`src/rtl/riscv_pkg.sv`:
```
`timescale 1ns/1ps
`default_nettype none
// ============================================================================
// Module      : riscv_pkg
// Description : Shared core types and constants (XLEN, fetch states, NOP).
// Revision    : 1.0 - initial release
// ============================================================================
package riscv_pkg;

    localparam int XLEN = 32;

    localparam logic [XLEN-1:0] C_RESET_PC  = 32'h0000_0000;
    localparam logic [XLEN-1:0] C_NOP_INSTR = 32'h0000_0013;

    typedef enum logic [1:0] {
        BOOT = 2'd0,
        RUN  = 2'd1,
        HALT = 2'd2
    } fetch_state_e;

endpackage
`default_nettype wire

```
`src/rtl/fetch_stage_if.sv`:
```
`timescale 1ns/1ps
`default_nettype none
// ============================================================================
// Module      : fetch_stage_if
// Description : Control, instruction-memory and IF/ID bundle of the fetch stage.
// Revision    : 1.0 - initial release
// ============================================================================
interface fetch_stage_if import riscv_pkg::*; ();

    logic            stall_i;
    logic            flush_i;
    logic            redirect_i;
    logic [XLEN-1:0] redirect_pc_i;
    logic            halt_i;
    logic [XLEN-1:0] imem_addr_o;
    logic [XLEN-1:0] imem_rdata_i;
    logic            if_id_valid_o;
    logic [XLEN-1:0] if_id_instr_o;
    logic [XLEN-1:0] if_id_pc_o;
    logic [XLEN-1:0] if_id_pc4_o;
    logic            halted_o;
    logic [XLEN-1:0] perf_fetch_o;
    logic [XLEN-1:0] perf_stall_o;

    modport master (
        input  stall_i, flush_i, redirect_i, redirect_pc_i, halt_i, imem_rdata_i,
        output imem_addr_o, if_id_valid_o, if_id_instr_o, if_id_pc_o, if_id_pc4_o,
               halted_o, perf_fetch_o, perf_stall_o
    );

    modport slave (
        output stall_i, flush_i, redirect_i, redirect_pc_i, halt_i, imem_rdata_i,
        input  imem_addr_o, if_id_valid_o, if_id_instr_o, if_id_pc_o, if_id_pc4_o,
               halted_o, perf_fetch_o, perf_stall_o
    );

endinterface
`default_nettype wire

```
`src/rtl/if_id_reg.sv`:
```
`timescale 1ns/1ps
`default_nettype none
// ============================================================================
// Module      : if_id_reg
// Description : IF/ID pipeline register; bubble beats load, otherwise holds.
// Revision    : 1.0 - initial release
// ============================================================================
module if_id_reg import riscv_pkg::*; #(
    parameter logic [XLEN-1:0] NOP_INSTR = C_NOP_INSTR
) (
    input  wire             clk,
    input  wire             rst,
    input  wire             load,
    input  wire             bubble,
    input  wire  [XLEN-1:0] instr_in,
    input  wire  [XLEN-1:0] pc_in,
    input  wire  [XLEN-1:0] pc4_in,
    output logic            valid,
    output logic [XLEN-1:0] instr,
    output logic [XLEN-1:0] pc,
    output logic [XLEN-1:0] pc4
);

    logic            r_valid;
    logic [XLEN-1:0] r_instr;
    logic [XLEN-1:0] r_pc;
    logic [XLEN-1:0] r_pc4;

    always_ff @(posedge clk) begin
        if (rst || bubble) begin
            r_valid <= 1'b0;
            r_instr <= NOP_INSTR;
            r_pc    <= '0;
            r_pc4   <= '0;
        end else if (load) begin
            r_valid <= 1'b1;
            r_instr <= instr_in;
            r_pc    <= pc_in;
            r_pc4   <= pc4_in;
        end
    end

    assign valid = r_valid;
    assign instr = r_instr;
    assign pc    = r_pc;
    assign pc4   = r_pc4;

endmodule
`default_nettype wire

```
`src/rtl/fetch_stage.sv`:
```
`timescale 1ns/1ps
`default_nettype none
// ============================================================================
// Module      : fetch_stage
// Description : Instruction fetch: PC, next-PC mux, BOOT/RUN/HALT FSM, IF/ID.
//               Define FETCH_PERF_CNT_EN to build the saturating perf counters.
// Revision    : 1.0 - initial release
// ============================================================================
module fetch_stage import riscv_pkg::*; #(
    parameter logic [XLEN-1:0] RESET_PC  = C_RESET_PC,
    parameter logic [XLEN-1:0] NOP_INSTR = C_NOP_INSTR
) (
    input  wire           clk,
    input  wire           rst,
    fetch_stage_if.master bus
);

    fetch_state_e    r_state;
    fetch_state_e    w_state_next;
    logic [XLEN-1:0] r_pc;
    logic [XLEN-1:0] w_pc_next;
    logic [XLEN-1:0] w_pc_plus4;
    logic [XLEN-1:0] w_redirect_pc;
    logic            w_load;
    logic            w_bubble;

    assign w_pc_plus4    = r_pc + XLEN'(4);
    assign w_redirect_pc = {bus.redirect_pc_i[XLEN-1:2], 2'b00};

    always_ff @(posedge clk) begin
        if (rst) begin
            r_state <= BOOT;
            r_pc    <= RESET_PC;
        end else begin
            r_state <= w_state_next;
            r_pc    <= w_pc_next;
        end
    end

    always_comb begin
        w_state_next = r_state;
        w_pc_next    = r_pc;
        w_load       = 1'b0;
        w_bubble     = 1'b0;
        case (r_state)
            BOOT: begin
                w_state_next = RUN;
                w_bubble     = 1'b1;
                if (bus.redirect_i) w_pc_next = w_redirect_pc;
            end
            RUN: begin
                if (bus.redirect_i) begin
                    w_pc_next = w_redirect_pc;
                    w_bubble  = 1'b1;
                end else if (bus.halt_i) begin
                    // stop on the halt edge itself: PC frozen, nothing captured
                    w_state_next = HALT;
                    w_bubble     = 1'b1;
                end else if (bus.flush_i) begin
                    w_bubble = 1'b1;
                    if (!bus.stall_i) w_pc_next = w_pc_plus4;
                end else if (!bus.stall_i) begin
                    w_load    = 1'b1;
                    w_pc_next = w_pc_plus4;
                end
            end
            HALT: begin
                w_bubble = 1'b1;
                if (bus.redirect_i) begin
                    w_state_next = RUN;
                    w_pc_next    = w_redirect_pc;
                end
            end
            default: begin
                w_state_next = BOOT;
                w_bubble     = 1'b1;
            end
        endcase
    end

    if_id_reg #(
        .NOP_INSTR (NOP_INSTR)
    ) u_if_id_reg (
        .clk      (clk),
        .rst      (rst),
        .load     (w_load),
        .bubble   (w_bubble),
        .instr_in (bus.imem_rdata_i),
        .pc_in    (r_pc),
        .pc4_in   (w_pc_plus4),
        .valid    (bus.if_id_valid_o),
        .instr    (bus.if_id_instr_o),
        .pc       (bus.if_id_pc_o),
        .pc4      (bus.if_id_pc4_o)
    );

    assign bus.imem_addr_o = r_pc;
    assign bus.halted_o    = (r_state == HALT);

`ifdef FETCH_PERF_CNT_EN
    logic [XLEN-1:0] r_perf_fetch;
    logic [XLEN-1:0] r_perf_stall;
    logic            w_stall_cnt;

    assign w_stall_cnt = (r_state == RUN) && bus.stall_i && !bus.redirect_i;

    always_ff @(posedge clk) begin
        if (rst) begin
            r_perf_fetch <= '0;
            r_perf_stall <= '0;
        end else begin
            if (w_load && (r_perf_fetch != '1))      r_perf_fetch <= r_perf_fetch + XLEN'(1);
            if (w_stall_cnt && (r_perf_stall != '1)) r_perf_stall <= r_perf_stall + XLEN'(1);
        end
    end

    assign bus.perf_fetch_o = r_perf_fetch;
    assign bus.perf_stall_o = r_perf_stall;
`else
    assign bus.perf_fetch_o = '0;
    assign bus.perf_stall_o = '0;
`endif

endmodule
`default_nettype wire

```
`src/flat_wrapper.sv`:
```
// flat-port wrapper written by rule: the top's interface ports become plain ports
module fetch_stage_flat import riscv_pkg::*;
#(
    parameter logic [XLEN-1:0] RESET_PC  = C_RESET_PC,
    parameter logic [XLEN-1:0] NOP_INSTR = C_NOP_INSTR
)
  (clk, rst, bus_stall_i, bus_flush_i, bus_redirect_i, bus_redirect_pc_i, bus_halt_i, bus_imem_rdata_i, bus_imem_addr_o, bus_if_id_valid_o, bus_if_id_instr_o, bus_if_id_pc_o, bus_if_id_pc4_o, bus_halted_o, bus_perf_fetch_o, bus_perf_stall_o);
  fetch_stage_if bus_i ();
  input  wire clk;
  input  wire rst;
  input wire logic [$bits(bus_i.stall_i)-1:0] bus_stall_i;
  input wire logic [$bits(bus_i.flush_i)-1:0] bus_flush_i;
  input wire logic [$bits(bus_i.redirect_i)-1:0] bus_redirect_i;
  input wire logic [$bits(bus_i.redirect_pc_i)-1:0] bus_redirect_pc_i;
  input wire logic [$bits(bus_i.halt_i)-1:0] bus_halt_i;
  input wire logic [$bits(bus_i.imem_rdata_i)-1:0] bus_imem_rdata_i;
  output wire logic [$bits(bus_i.imem_addr_o)-1:0] bus_imem_addr_o;
  output wire logic [$bits(bus_i.if_id_valid_o)-1:0] bus_if_id_valid_o;
  output wire logic [$bits(bus_i.if_id_instr_o)-1:0] bus_if_id_instr_o;
  output wire logic [$bits(bus_i.if_id_pc_o)-1:0] bus_if_id_pc_o;
  output wire logic [$bits(bus_i.if_id_pc4_o)-1:0] bus_if_id_pc4_o;
  output wire logic [$bits(bus_i.halted_o)-1:0] bus_halted_o;
  output wire logic [$bits(bus_i.perf_fetch_o)-1:0] bus_perf_fetch_o;
  output wire logic [$bits(bus_i.perf_stall_o)-1:0] bus_perf_stall_o;
  assign bus_i.stall_i = bus_stall_i;
  assign bus_i.flush_i = bus_flush_i;
  assign bus_i.redirect_i = bus_redirect_i;
  assign bus_i.redirect_pc_i = bus_redirect_pc_i;
  assign bus_i.halt_i = bus_halt_i;
  assign bus_i.imem_rdata_i = bus_imem_rdata_i;
  assign bus_imem_addr_o = bus_i.imem_addr_o;
  assign bus_if_id_valid_o = bus_i.if_id_valid_o;
  assign bus_if_id_instr_o = bus_i.if_id_instr_o;
  assign bus_if_id_pc_o = bus_i.if_id_pc_o;
  assign bus_if_id_pc4_o = bus_i.if_id_pc4_o;
  assign bus_halted_o = bus_i.halted_o;
  assign bus_perf_fetch_o = bus_i.perf_fetch_o;
  assign bus_perf_stall_o = bus_i.perf_stall_o;
  fetch_stage #(.RESET_PC(RESET_PC), .NOP_INSTR(NOP_INSTR)) u_core (.clk(clk), .rst(rst), .bus(bus_i));
endmodule
```
`config.mk`:
```
export PLATFORM = sky130hd
export DESIGN_NAME = fetch_stage_flat
export DESIGN_NICKNAME = d
export VERILOG_FILES = /design/src/rtl/riscv_pkg.sv /design/src/rtl/fetch_stage_if.sv /design/src/rtl/if_id_reg.sv /design/src/rtl/fetch_stage.sv /design/src/flat_wrapper.sv
export SDC_FILE = /design/constraint.sdc
export NUM_CORES = 1
export LEC_CHECK = 0
export ABC_AREA = 1
export CORE_UTILIZATION = 38
export DETAILED_ROUTE_END_ITERATION = 12
export MAX_ROUTING_LAYER = met4
export PLACE_DENSITY_LB_ADDON = 0.15
export SYNTH_ARGS = -nofsm -noshare
export SYNTH_HDL_FRONTEND = slang
export SYNTH_SLANG_ARGS = --single-unit
```
`constraint.sdc`:
```
create_clock -name clk -period 1.5 [get_ports clk]
set_input_delay 0.3 -clock clk [delete_from_list [all_inputs] [get_ports clk]]
set_output_delay 0.3 -clock clk [all_outputs]
set_load 0.005 [all_outputs]
```
==> Word level (Yosys, flattened, before mapping) <==
Index checks and enable logic that the tools add are counted.
{ "word_totals": {"register_bits": 131, "inputBits": 70, "output_inout_bits": 194, "word_cells": 39} }
{ "op_classes": {"n_addsub": 1, "n_eq_ne": 8, "mux": 18, "reduce_logical": 6} }
{ "op_table": {"columns": ["op", "count"], "rows": [
  ["two-way mux 32 bit", 4],
  ["one-hot mux 32 bit (2 select lines)", 1],
  ["adder 32 x 3 -> 32 bit (second input constant)", 1],
  ["two-way mux 1 bit", 9],
  ["two-way mux 2 bit", 3],
  ["inequality test 2 bit (second input constant)", 3],
  ["inequality test 3 bit (second input constant)", 2],
  ["one-hot mux 2 bit (3 select lines)", 1],
  ["AND reduction 4 bit", 1],
  ["AND reduction 3 bit", 1],
  ["== test 2 x 1 -> 1 bit (second input constant)", 1],
  ["== test 2 bit (second input constant)", 1],
  ["zero test 2 bit", 1],
  ["inequality test 2 x 1 -> 1 bit (second input constant)", 1],
  ["nonzero test 2 bit", 1],
  ["OR reduction 2 bit", 1],
  ["logical OR 1 bit", 1]
]} }

==> Longest topological paths before layout <==
Gate-level depths: netlist (run 1).
{ "depth": {"ltp_word": 5, "mapped_depth": 10, "ltp_nobuf": 10} }

==> Cells and area by module <==
A second synthesis (run 1) with hierarchy kept.
{ "unflattened": {"hier_cells": 1031, "hier_area_um2": 6687.7} }
{ "modules_own_cells": {"columns": ["module", "instances", "cells_per_inst", "area_per_inst_um2"], "rows": [
  ["if_id_reg", 1, 605, 3923.8],
  ["fetch_stage", 1, 426, 2763.9]
]} }

==> Worst setup path after synthesis (run 1) <==
No wires, ideal clock.
{ "synth_timing": {"path_kind": "register -> register", "start": "reg u_core.r_pc[3] (netlist: u_core.bus.imem_addr_o[3])", "end": "reg u_core.u_if_id_reg.r_pc4[24] (netlist: u_core.u_if_id_reg.pc4[24])", "arrival_ns": 1.372, "slack_ns": 0.013, "stages_incl_launch_ff": 11, "path_buffers": 0, "period_less_slack_ns": 1.487, "cell_sequence": "dfxtp_1 -> ha_1 -> nand2_1 -> nor2_4 -> nand2_1 -> nor2_2 -> nand2_1 -> nand2_1 -> nand2_1 -> o21ai_0 -> inv_1"} }
{ "synth_between": {"elab_chain_cells": 1} }
{ "synth_rtl": {"columns": ["item", "line_no", "source"], "rows": [
  ["start: declaration", "fetch_stage.sv:20", "logic [XLEN-1:0] r_pc;"],
  ["start signal: assignment", "fetch_stage.sv:36", "r_pc <= w_pc_next;"],
  ["adder 32 x 3 -> 32 bit", "fetch_stage.sv:27", "assign w_pc_plus4 = r_pc + XLEN'(4);"],
  ["end signal: assignment", "if_id_reg.sv:39", "r_pc4 <= pc4_in;"],
  ["end: declaration", "if_id_reg.sv:27", "logic [XLEN-1:0] r_pc4;"]
]} }
No other way between the ends.
A chain may end at the register's enable or synchronous reset.

==> Worst setup path after layout (run 1) <==
{ "layout_timing": {"start": "reg u_core.r_pc[2] (netlist: u_core.bus.imem_addr_o[2])", "end": "reg u_core.u_if_id_reg.r_pc4[25] (netlist: u_core.u_if_id_reg.pc4[25])"} }
The elaborated chain is that of the path after synthesis.

==> reports/metrics.yaml, run 1 <==
final_layout:
  fillers: 1491
  multi_input_area_mm2: 0.00306
  diodes: 0
  final_util_pct: 60.2
  final_nets: 1156
  instances_no_fill: 1309
  layout_common_cells: "153 x nor2_1, 118 x dlygate4sd2_1, 109 x nand2_1"
  drive_above_1_share_pct: 20.7
  layout_commonest_cell: "nor2_1"
  syn2layout_area_growth_pct: 54.2
  seqCellArea_mm2: 0.00256
logic_synthesis:
  synth_cells: 840
  synth_fa_ha_area_share_pct: 0.210
  ys.flop_type: "dfxtp_1"
  synth_top_family_by_area: "simple AND/OR/NAND/NOR gates"
  synth_seq_cells: 125
  synthSimpleGateAreaFrac_pct: 22.9
  synth_xor_area_share_pct: 2.20
  yosysTopAreaCell: "dfxtp_1"
  synth-edff-count: 0
  synth_compound_area_share_pct: 17.5
  muxShareOfSynthArea_pct: 0
  yosysWarnings: 0
  synth_area_mm2: 0.00596
  synth_top_cell_area_share_pct: 42.0
  ys_seq_area_share_pct: 42.0
  synth_cell_types: 26
  syn_area_per_cell_um2: 7.10
  async_flop_share_pct: 0
  synth_area_leaders: "dfxtp_1 42%, nor2_1 11%, o21ai_0 9.7%"
sta:
  finalHoldViolCount: 0
  min_period_ps: 1550
  slew_viol_final: 0
  finalWorstSetupSlack_ps: -53.9
  period_share_pct: 104
  max_freq_ghz: 0.644
  setup_violations: 12
  fin_skew_ps: 6.71
  rsz0062_at_grt: "true"
outcome:
  violations: "setup timing"
  status: "finished with violations"
grt:
  grt_antenna_before_repair: 0
  grt_max_degree: 54
  grt_pass1_vias: 5899
  track_usage_pct: 25.0
  gr-total-overflow: 0
  grt_first_pass_wirelength_um: 30400
pwr:
  ir_drop_v: 0.000745
  p_clk_share_pct: 47.9
  power.switching_mw: 2.28
  seqPwrFrac_pct: 38.3
  intPower_mw: 6.95
  p_leak_nw: 4.62
  swShare_pct: 24.7
  combinationalPowerShare_pct: 13.8
  power_density_mw_per_mm2: 1000
worst_hold_path:
  min_path_type: "in2reg"
  hold_path_startpoint: "bus_imem_rdata_i[0]"
  whs_endpoint: "u_core.u_if_id_reg.instr[0]"
  holdPathStages: 3
placed_design:
  routabilityCongestion: 0.915
  hpwl_um: 13800
  place_inst: 1269
  numPortBuffers: 191
routing:
  vias_per_cell: 4.69
  drc: 0
  dr.first_iter.drc_count: 456
  vias: 6140
  dr.pass1.iters: 8
  drt_wl_total_um: 19200
  ant_nets: 0
  wl_per_cell_um: 14.7
setup_path:
  start_kind: "flip-flop"
  crit_arrival_ps: 1860
  r2r_end: "u_core.u_if_id_reg.pc4[25]"
  r2r_start: "u_core.bus.imem_addr_o[2]"
  path_class: "reg2reg"
  end_kind: "flip-flop"
  worstPathRequired_ps: 1810
  cp_max_fo: 5
  r2r_cells: 10
  ff2ff_setup_slack_ps: -50
floorplanning:
  die_h_um: 127
  num_rows: 45
  die_x_um: 127
  initial_core_util_pct: 39.1
  io_pins: 264
  fp.dieArea_mm2: 0.0162
  core_area_mm2: 0.0153
cts:
  cts_sinks: 125
  h-tree-depth: 4
  hold_buffers: 0
  clk_pin_slew_ps: 60
  numCtsBuffers: 17
  clockBufferDepth: 2
  clock_latency_ps: 420
  cts_tree: "done"
  clockRootBuffer: "clkbuf_16"
flow_run:
  cap_violations: 0
==> per-layer routing <==
metal	global-route usage [%]	vias up	share of wire [%]
met5	-	-	0
met4	9.03	0	1.8
met3	6.99	27	6.9
met2	39.4	238	47
met1	30.6	2841	44
li1	-	3034	-
==> synth_stat cells, types with 4 or more instances <==
| cell type | instances |
|---|---|
| dfxtp_1 | 125 |
| nor2_1 | 169 |
| a21o_1 | 4 |
| nand3_1 | 15 |
| inv_1 | 53 |
| buf_2 | 9 |
| nor2_4 | 8 |
| xnor2_1 | 4 |
| a21oi_1 | 77 |
| clkbuf_1 | 33 |
| nor2_2 | 4 |
| o21ai_0 | 116 |
| nand2_1 | 123 |
| xor2_1 | 11 |
| buf_4 | 70 |
==> critical path, cell delays in order, from the launching register on <==
cell and delay (ps):
dfxtp_4 370, buf_6 110, inv_4 30, nor2_4 160
nand2_4 120, nor2_4 230, nand2_1 80, nand2_1 60
nand2_1 60, o21ai_1 160, inv_1 60
==> final cells by class <==
cell class / instances / share of cell area, %
Inverter: 56 / 2.31
Timing Repair Buffer: 269 / 26.8
Sequential cell: 125 / 27.8
Clock buffer: 21 / 5.12
Clock inverter: 11 / 1.78
Tap cell: 211 / 2.87
Multi-Input combinational cell: 616 / 33.2
==> logic make-up after synthesis <==
| family | Yosys count |
|---|---|
| buffers and inverters | 168 |
| other | 1 |
| AO/OA/AOI/OAI | 202 |
| flip-flops | 125 |
| adder cells (fa/ha/maj) | 1 |
| XOR/XNOR | 15 |
| AND/OR/NAND/NOR | 328 |
==> power by group through the flow <==
stage	clock [mW]	sequential (mW)	combinational (mW)
6_report	4.42	3.53	1.28
5_1_grt	4.65	3.55	1.39
4_1_cts	4.47	3.53	1.21
3_5_place_dp	0	3.59	1.24
3_3_place_gp	0	3.59	1.24
2_1_floorplan	0	3.62	0.574
==> through the flow <==
step | power (mW) | worst slack, ps | hold slack, ps | TNS, ps | cell area, um^2
after floorplan | 4.19 | 12.7 | 369 | 0 | 6220
after global placement | 4.83 | -294 | 439 | -27660 | 8340
after detailed placement | 4.83 | -289 | 451 | -25740 | 8340
after CTS | 9.21 | -44.5 | 420 | -105 | 8960
after global routing | 9.59 | -131 | 439 | -2000 | 9190
final | 9.23 | -53.9 | 430 | -195 | 9190
==> repair_timing <==
item                       in CTS  in global routing
resized for setup             182                 71
buffers inserted                5                  4
pin swaps                      15                 24
setup endpoints to repair     147                 53
==> registers in the layout, indices dropped and copies added (netlist names) <==
signal,cells
u_core.bus.imem_addr_o,30
u_core.r_state,2
u_core.u_if_id_reg.instr,32
u_core.u_if_id_reg.pc,30
u_core.u_if_id_reg.pc4,30
u_core.u_if_id_reg.valid,1
==> worst max-delay path by stage <==
stage | from | endpoint | cells past startpoint
CTS | u_core.r_state[0] | bus_halted_o | 3
floorplan | u_core.bus.imem_addr_o[3] | u_core.u_if_id_reg.pc4[24] | 10
detailed placement | bus_stall_i | u_core.u_if_id_reg.pc4[9] | 8
global route | u_core.bus.imem_addr_o[2] | u_core.u_if_id_reg.pc4[25] | 10
finish | u_core.bus.imem_addr_o[2] | u_core.u_if_id_reg.pc4[25] | 10
global placement | bus_flush_i | u_core.u_if_id_reg.pc[4] | 8
No activity file was read; power rests on OpenSTA's default activity.
==> run 2: changes to the inputs <==
--- a/config.mk
+++ b/config.mk
@@ -6,7 +6,7 @@
 export NUM_CORES = 1
 export LEC_CHECK = 0
 export ABC_AREA = 1
-export CORE_UTILIZATION = 38
+export CORE_UTILIZATION = 40
 export DETAILED_ROUTE_END_ITERATION = 12
 export MAX_ROUTING_LAYER = met4
 export PLACE_DENSITY_LB_ADDON = 0.15
==> constraint.sdc (replaced) <==
create_clock -name clk -period 2 [get_ports clk]
set_input_delay 0.4 -clock clk [delete_from_list [all_inputs] [get_ports clk]]
set_output_delay 0.4 -clock clk [all_outputs]
set_load 0.005 [all_outputs]
==> run 2 against run 1 <==
The flow now finishes without violations. Clock power shrank 24%. Via count decreased by 6.3%. Sequential share of layout area up 1.3 points. Sequential power down 24%. Non-clock buffer count shrank 52. Global-route usage shrank 0.82 points.
==> reports/metrics.yaml, run 2 (synthesized netlist as in run 1, its figures left out) <==
setup_path:
  crit_arrival_ps: 1500  # -360 ps
  start_kind: "flip-flop"
  path_class: "reg2out"
  worstPathRequired_ps: 1600  # -210 ps
  slowest_stage: "clkdlybuf4s50_1"
  critPathMaxStageDelay_ps: 580  # +210 ps
  cp_max_fo: 7  # +2
  path_delay_family: "buffers and inverters"
  worstPathCellList: "clkdlybuf4s50_1"
  cp.buffers_inverters: 1  # -2
  end_kind: "primary output"
cts:
  hold_buffers: 0  # unchanged
  clk_pin_slew_ps: 50  # about the same
  cts_sinks: 125  # unchanged
  cts_tree: "done"
  clockRootBuffer: "clkbuf_16"
  numCtsBuffers: 17  # unchanged
  clockBufferDepth: 2  # unchanged
  cts.repair.resized: 0  # -100%
  clock_latency_ps: 420  # about the same
  h-tree-depth: 4  # unchanged
  post_cts_buffers: 0  # -5
routing:
  dr.pass1.iters: 4  # -4
  drt_wl_total_um: 17800  # -7.5%
  ant_nets: 0  # unchanged
  vias_per_cell: 4.68  # -0.17%
  wl_per_cell_um: 14.5  # -1.5%
  drc: 0  # unchanged
  dr.first_iter.drc_count: 361  # -21%
  vias: 5755  # -6.3%
sta:
  finalHoldViolCount: 0  # unchanged
  fin_skew_ps: 8.25  # +1.53 ps
  rsz0062_at_grt: "false"
  setup_violations: 0  # -12
  slew_viol_final: 0  # unchanged
  max_freq_ghz: 0.526
  setup_tns_ps: 0  # +195 ps
  period_share_pct: 95.0
  finalWorstSetupSlack_ps: 100  # +154 ps
  min_period_ps: 1900
outcome:
  status: "complete, no violations"
final_layout:
  final_nets: 1104  # -4.5%
  multi_input_area_mm2: 0.00282  # -7.8%
  drive_above_1_share_pct: 7.56  # -13 points
  seqCellArea_mm2: 0.00250  # -2.2%
  syn2layout_area_growth_pct: 44.1
  fillers: 1429  # -4.2%
  layout_commonest_cell: "clkdlybuf4s50_1"
  layout_common_cells: "191 x clkdlybuf4s50_1, 168 x nor2_1, 125 x dfxtp_1"
  largest_register_ff_count: 32  # unchanged
  diodes: 0  # unchanged
grt:
  track_usage_pct: 24.2  # -0.82 points
  grt_max_degree: 59  # +9.3%
  grt_antenna_before_repair: 0  # unchanged
  grt_first_pass_wirelength_um: 27400  # -9.9%
  gr-total-overflow: 0  # unchanged
  grt_pass1_vias: 5237  # -11%
placed_design:
  hpwl_um: 12400  # -9.6%
  numPortBuffers: 191  # unchanged
  routabilityCongestion: 0.859  # -6.1%
  place_ws_ps: -11.1  # +278 ps
floorplanning:
  io_pins: 264  # unchanged
  initial_core_util_pct: 41.0  # +1.9 points
  die_x_um: 124  # -2.5%
  die_h_um: 124  # -2.5%
  fp.dieArea_mm2: 0.0154  # -4.9%
  core_area_mm2: 0.0145  # -4.7%
  num_rows: 44  # -2.2%
worst_hold_path:
  min_path_type: "reg2reg"
pwr:
  power_density_mw_per_mm2: 796  # -21%
  p_leak_nw: 3.77  # -18%
  ir_drop_v: 0.000528  # -29%
flow_run:
  cap_violations: 0  # unchanged
## run 2: cell types whose count changed in the layout (fill, tap and decap cells not counted), sizes merged
cell,delta
clkinvlp,+1
clkdlybuf4s15,-2
clkbuf,-3
clkinv,-2
buf,-54
bufinv,+1
clkdlybuf4s50,+124
dlygate4sd2,-118
## run 2: final timing paths
| kind | from | endpoint | slack [ps] | depth (start not counted) |
|---|---|---|---|---|
| setup reg to reg | u_core.bus.imem_addr_o[3] | u_core.u_if_id_reg.pc4[24] | 230 | 10 |
| hold reg to reg | u_core.u_if_id_reg.instr[0] | u_core.u_if_id_reg.instr[0] | 460 | 2 |
| setup / recovery | u_core.bus.imem_addr_o[24] | bus_imem_addr_o[24] | 100 | 1 |
| hold / removal | u_core.u_if_id_reg.instr[0] | u_core.u_if_id_reg.instr[0] | 460 | 2 |
## run 2: report_power, final
| part | leakage, nW | total, mW | switching (mW) | internal, mW |
|---|---|---|---|---|
| registers | 1.02 | 2.68 | 0.103 | 2.57 |
| clock network | 0.302 | 3.36 | 1.13 | 2.23 |
| logic | 2.45 | 0.799 | 0.401 | 0.397 |
## run 2: layout make-up
cell class | instances | share of cell area [%]
tap | 184 | 2.68
sequential | 125 | 29.1
inverter | 56 | 2.45
clock inverter | 11 | 2.23
timing repair buffer | 217 | 25.5
clock buffer | 20 | 5.20
multi-input combinational | 616 | 32.8
## run 2: per-layer routing
metal | GRT usage [%] | vias up | wire (um)
met1 | 30.7 | 2583 | 7970
met5 | - | - | 0
met3 | 7.10 | 18 | 1470
met4 | 7.37 | 0 | 200
met2 | 37.0 | 226 | 8170
li1 | - | 2928 | -
## run 2: per-stage QoR
step,power (mW),instance area [um^2],cells,util [%],hold slack (ps)
after floorplan,3.14,6220,909,-,453
after global placement,3.52,7950,1198,54.7,444
after detailed placement,3.52,7950,1198,54.7,448
after CTS,6.90,8590,1229,59.1,460
after global routing,7.10,8590,1229,59.1,489
final,6.84,8590,1229,59.1,456
